$ cat config.mk
export PLATFORM = sky130hd
export DESIGN_NAME = idct_transpose
export DESIGN_NICKNAME = d
export VERILOG_FILES = /design/src/rtl/idct_pkg.sv /design/src/rtl/idct_tp_ram.sv /design/src/rtl/idct_transpose.sv
export SDC_FILE = /design/constraint.sdc
export NUM_CORES = 2
export LEC_CHECK = 0
export BUFFER_PORTS_ARGS = -buffer_cell sky130_fd_sc_hd__buf_4
export CAP_MARGIN = 0
export CORE_MARGIN = 2
export CORE_UTILIZATION = 37
export DETAILED_ROUTE_END_ITERATION = 10
export PLACE_DENSITY = 0.61
export SLEW_MARGIN = 20
export SYNTH_ARGS = -nofsm -noshare
export SYNTH_HDL_FRONTEND = slang
export SYNTH_SLANG_ARGS = --single-unit
export TNS_END_PERCENT = 50
$ cat constraint.sdc
create_clock -name clk -period 2.4 [get_ports clk]
set_clock_uncertainty 0.1 [all_clocks]
set_input_delay 0.36 -clock clk [delete_from_list [all_inputs] [get_ports clk]]
set_output_delay 0.36 -clock clk [all_outputs]
set_load 0.005 [all_outputs]
$ cat src/rtl/idct_pkg.sv
// Shared IDCT constants and types used by the row stage, the transpose buffer
// and the column stage.
package idct_pkg;

    localparam int DATA_W   = 16;
    localparam int BLK_DIM  = 8;
    localparam int BLK_SIZE = BLK_DIM * BLK_DIM;
    localparam int DIM_W    = $clog2(BLK_DIM);
    localparam int CNT_W    = $clog2(BLK_SIZE);
    localparam int RAM_AW   = CNT_W + 1;

    localparam logic [CNT_W-1:0] CNT_LAST = CNT_W'(BLK_SIZE - 1);

    typedef enum logic {
        IDLE = 1'b0,
        READ = 1'b1
    } rd_state_t;

    // Column-major sample index -> row-major buffer address (row*8 + col).
    function automatic logic [CNT_W-1:0] tp_addr(input logic [CNT_W-1:0] idx);
        return {idx[DIM_W-1:0], idx[CNT_W-1:DIM_W]};
    endfunction

endpackage

$ cat src/rtl/idct_tp_ram.sv
// Two-bank transpose buffer: simple dual-port RAM with one write port and one
// synchronous read port; the bank select is the address MSB.
module idct_tp_ram
    import idct_pkg::*;
(
    input  logic              clk,
    input  logic              we,
    input  logic [RAM_AW-1:0] waddr,
    input  logic [DATA_W-1:0] wdata,
    input  logic              re,
    input  logic [RAM_AW-1:0] raddr,
    output logic [DATA_W-1:0] rdata
);

    logic [DATA_W-1:0] mem [2*BLK_SIZE];

    // No reset on the array or read register so this maps onto block RAM.
    always_ff @(posedge clk) begin
        if (we) begin
            mem[waddr] <= wdata;
        end
        if (re) begin
            rdata <= mem[raddr];
        end
    end

endmodule

$ cat src/rtl/idct_transpose.sv
// Ping-pong 8x8 transpose buffer between the row and column IDCT stages:
// samples arrive row-major and leave column-major, two edges after block fill.
module idct_transpose
    import idct_pkg::*;
(
    input  logic              clk,
    input  logic              rst_n,
    input  logic              in_valid,
    input  logic [DATA_W-1:0] din,
    output logic              in_ready,
    output logic              out_valid,
    output logic [DATA_W-1:0] dout,
    output logic              out_first
);

    logic [CNT_W-1:0]  wr_cnt;
    logic [CNT_W-1:0]  rd_cnt;
    logic              wsel;
    logic              rsel;
    logic [1:0]        full;
    logic [1:0]        full_next;
    rd_state_t         state;

    logic              accept;
    logic              wr_done;
    logic              rd_en;
    logic              rd_done;
    logic [DATA_W-1:0] ram_rdata;

    assign in_ready = !full[wsel];
    assign accept   = in_valid && in_ready;
    assign wr_done  = accept && (wr_cnt == CNT_LAST);
    assign rd_en    = (state == READ);
    assign rd_done  = rd_en && (rd_cnt == CNT_LAST);

    // The writer only sets a bank that is empty and the reader only clears a
    // bank that is full, so set and clear can never hit the same bank.
    always_comb begin
        full_next = full;
        if (wr_done) begin
            full_next[wsel] = 1'b1;
        end
        if (rd_done) begin
            full_next[rsel] = 1'b0;
        end
    end

    always_ff @(posedge clk or negedge rst_n) begin
        if (!rst_n) begin
            wr_cnt <= '0;
            wsel   <= 1'b0;
            full   <= 2'b00;
        end else begin
            full <= full_next;
            if (accept) begin
                wr_cnt <= wr_cnt + 1'b1;
            end
            if (wr_done) begin
                wsel <= ~wsel;
            end
        end
    end

    // Reader FSM; out_valid/out_first line up with the RAM's registered data.
    always_ff @(posedge clk or negedge rst_n) begin
        if (!rst_n) begin
            state     <= IDLE;
            rd_cnt    <= '0;
            rsel      <= 1'b0;
            out_valid <= 1'b0;
            out_first <= 1'b0;
        end else begin
            out_valid <= rd_en;
            out_first <= rd_en && (rd_cnt == '0);
            case (state)
                IDLE: begin
                    if (full[rsel]) begin
                        state  <= READ;
                        rd_cnt <= '0;
                    end
                end
                READ: begin
                    rd_cnt <= rd_cnt + 1'b1;
                    if (rd_cnt == CNT_LAST) begin
                        rsel <= ~rsel;
                        if (!full[~rsel]) begin
                            state <= IDLE;
                        end
                    end
                end
                default: state <= IDLE;
            endcase
        end
    end

    idct_tp_ram u_ram (
        .clk   (clk),
        .we    (accept),
        .waddr ({wsel, wr_cnt}),
        .wdata (din),
        .re    (rd_en),
        .raddr ({rsel, tp_addr(rd_cnt)}),
        .rdata (ram_rdata)
    );

    // The read register has no reset, so dout is held at zero outside a block.
    assign dout = out_valid ? ram_rdata : '0;

endmodule

==> metrics.yaml <==
postPlaceCellArea_sq_um: 91510
fp-row-count: 171
h-tree-depth: 4
cap_violations: 0
wl_per_cell_um: 28.18
syn_area_sq_um: 80500
drc: 0
die-area_sq_um: 221300
grt_max_degree: 129
dp_slack_ns: -0.7765
multi_input_area_sq_um: 18310
yosysSeqAreaShare_pct: 77.58
peakVddDrop_v: 0.0007114
cts_tree: "done"
rsz0062_at_grt: "yes"
drt-vias-per-instance: 5.515
fin_ws_ns: -0.4436
drt_iter0_markers: 4775
clock_latency_ns: 0.86
final_cells: 7807
critPathMaxFanout: 7
synth_area_leaders: "edfxtp_1, mux4_2, mux2i_1"
criticalPathCategory: "flop to flop"
final_layout_size_suffix_gt1_share_pct: 34.99
synthFlopType: "edfxtp_1"
fmax_ghz: 0.3517
final_hold_viol_count: 0
crit_top_cell: "buf_12"
regArea_sq_um: 62470
place_inst: 7311
synth_edf_count: 2064
place.gp.congestion: 0.9250
grt_pass1_wl_mm: 311.5
synthToLayoutAreaGrowth_pct: 25.73
syn-num-nets: 4003
p_leak_nw: 31.27
netlist_instances: 3981
post-dp-hpwl_mm: 138.3
slowest_delay_ns: 0.51
ant_nets: 0
grt_usage_pct: 19.44
grt_remaining_overflow: 0
grt_pass1_vias: 42690
core_area_sq_um: 216700
numCtsBuffers: 209
final_cell_area_sq_um: 101200
root_buffer: "clkbuf_16"
die_x_um: 470.5
diodes: 0
ios: 38
period_share_pct: 118.5
synth_cell_types: 49
synth.largest_area_cell: "edfxtp_1"
clk_path_buf_depth: 3
clock-sinks: 2083
violations: "negative setup slack"
crit_chain: "buf_12, buf_16, buf_12, buf_8, buf_12, buf_6, mux4_2, a22oi_2, a21oi_4, o22ai_4, o22ai_2"
clk_pin_slew_worst_paths_ns: 0.06
initial_utilization_pct: 37.14
synth_top_cell_area_share_pct: 76.99
arrival_ns: 3.33
required_ns: 2.89
crit_family: "buffers and inverters"
total_power_mw: 86.06
fin_util_pct: 46.70
routed_wl_mm: 220.0
ys_seq_elements: 2083
slew_violations: 0
syn_area_per_cell_sq_um: 20.22
layout_min_cycle_time_ns: 2.844
slew_headroom_pct: 41.11
die_y_um: 470.5
fin_tns_setup_ns: -86.06
status: "finished with violations"
worst_setup_path_start_kind: "flop"
cp_slowest_cell: "dfrtp_4"
vias: 43060
critPathBufInv: 6
tightest_slew_ns: 0.8834
nets: 4803
finalSetupViolations: 1125
p_per_area_nw_per_um2: 850.2
antenna_found_initial: 5
hold_class: "input pin to flop"
async_flop_share_pct: 0.9121
crit_path_end_kind: "flop"
yosysWarnings: 0
fillCellCount: 17780
hold_ws_ns: 0.008530
portBuffers: 37
first_pass_iters: 6
## where the power goes
group          leakage (nW)  total, mW  switching, mW  internal (mW)
combinational          9.22       12.7           7.96           4.71
clock                  3.25       31.9           13.8           18.2
sequential             18.8       41.5          0.507           41.0
## worst register-to-register path, stage by stage (launching register included)
cell and delay, ns:
dfrtp_4 0.51, buf_12 0.16, buf_16 0.15, buf_12 0.16, buf_8 0.13, buf_12 0.13
buf_6 0.11, mux4_2 0.42, a22oi_2 0.29, a21oi_4 0.15, o22ai_4 0.20, o22ai_2 0.09
## timing repair
item / in CTS / in global routing
hold buffers: 17 / 0
cloned: 13 / 6
resized for setup: 253 / 143
pin swaps: 50 / 56
endpoints found under the setup margin: 1519 / 820
setup buffers: 43 / 47
endpoints found under the hold margin: 447 / 0
## path summary, 6_finish.rpt
check                                       from                          to  slack, ns  depth (start not counted)
max in group asynchronous                  rst_n         out_valid$_DFF_PN0_       1.61                          3
min                                       din[8]  u_ram.mem[65][8]$_DFFE_PP_      0.009                          2
min in group asynchronous                  rst_n       wr_cnt[1]$_DFFE_PN0P_       0.14                          3
max reg2reg                rd_cnt[3]$_DFFE_PN0P_    u_ram.rdata[5]$_DFFE_PP_      -0.44                         11
min reg2reg                wr_cnt[3]$_DFFE_PN0P_       wr_cnt[3]$_DFFE_PN0P_       0.52                          1
max                        rd_cnt[3]$_DFFE_PN0P_    u_ram.rdata[5]$_DFFE_PP_      -0.44                         11
## sequential cells by signal, summed over array words and instances (netlist names), 2 cells and up
signal	cells
u_ram.mem	2048
full	2
wr_cnt	6
u_ram.rdata	16
rd_cnt	6
## metal layers
metal,wire [um],global-route usage (%)
met4,9355,8.040
met3,15880,3.113
met5,0,0
met1,91850,27.20
met2,102900,30.35
## cell families (layout without fill, tap and decap cells)
group,after synthesis,in the layout,share of synthesized area [%]
AOI/OAI and AO/OA,492,492,3.988
xor gates and xnor gates,7,7,0.07616
adders and majority gates,3,3,0.04663
buffers and inverters,243,1215,1.851
DFF,2083,2083,77.58
muxes,730,730,14.10
and+or+nand+nor,423,423,2.359
## area by class of cell
| type | instances | area share, % |
|---|---|---|
| Sequential cell | 2083 | 61.72 |
| Timing Repair Buffer | 823 | 10.01 |
| Multi-Input combinational cell | 1655 | 18.09 |
| Clock buffer | 264 | 5.422 |
| Clock inverter | 119 | 1.192 |
| Tap cell | 2854 | 3.528 |
| Inverter | 9 | 0.03338 |
## placed cells by master, fill, tap and decap left out, drive strengths merged, types with 2 or more instances in the layout
cell / synthesis / final
a211oi: 23 / 23
a21oi: 123 / 123
a22oi: 191 / 191
a31oi: 4 / 4
a32oi: 2 / 2
and2: 19 / 19
buf: 170 / 796
bufbuf: 0 / 3
bufinv: 0 / 18
clkbuf: 64 / 272
clkinv: 2 / 85
clkinvlp: 0 / 7
dfrtp: 19 / 19
dlygate4sd3: 0 / 16
edfxtp: 2064 / 2064
ha: 3 / 3
inv: 7 / 18
mux2: 2 / 2
mux2i: 405 / 405
mux4: 323 / 323
nand2: 59 / 59
nand2b: 5 / 5
nand3: 16 / 16
nand4: 7 / 7
nor2: 201 / 201
nor2b: 15 / 15
nor3: 63 / 63
nor4: 29 / 29
o21ai: 17 / 17
o221ai: 5 / 5
o22ai: 118 / 118
or2: 6 / 6
xnor2: 5 / 5
xor2: 2 / 2
## cell usage after synthesis (all sizes together) (2+ instances only)
master / instances
edfxtp: 2064
mux2i: 405
mux4: 323
nor2: 201
a22oi: 191
buf: 170
a21oi: 123
o22ai: 118
clkbuf: 64
nor3: 63
nand2: 59
nor4: 29
a211oi: 23
and2: 19
dfrtp: 19
o21ai: 17
nand3: 16
nor2b: 15
inv: 7
nand4: 7
or2: 6
nand2b: 5
o221ai: 5
xnor2: 5
a31oi: 4
ha: 3
a32oi: 2
clkinv: 2
mux2: 2
xor2: 2
(Power assumes the default switching activity.)
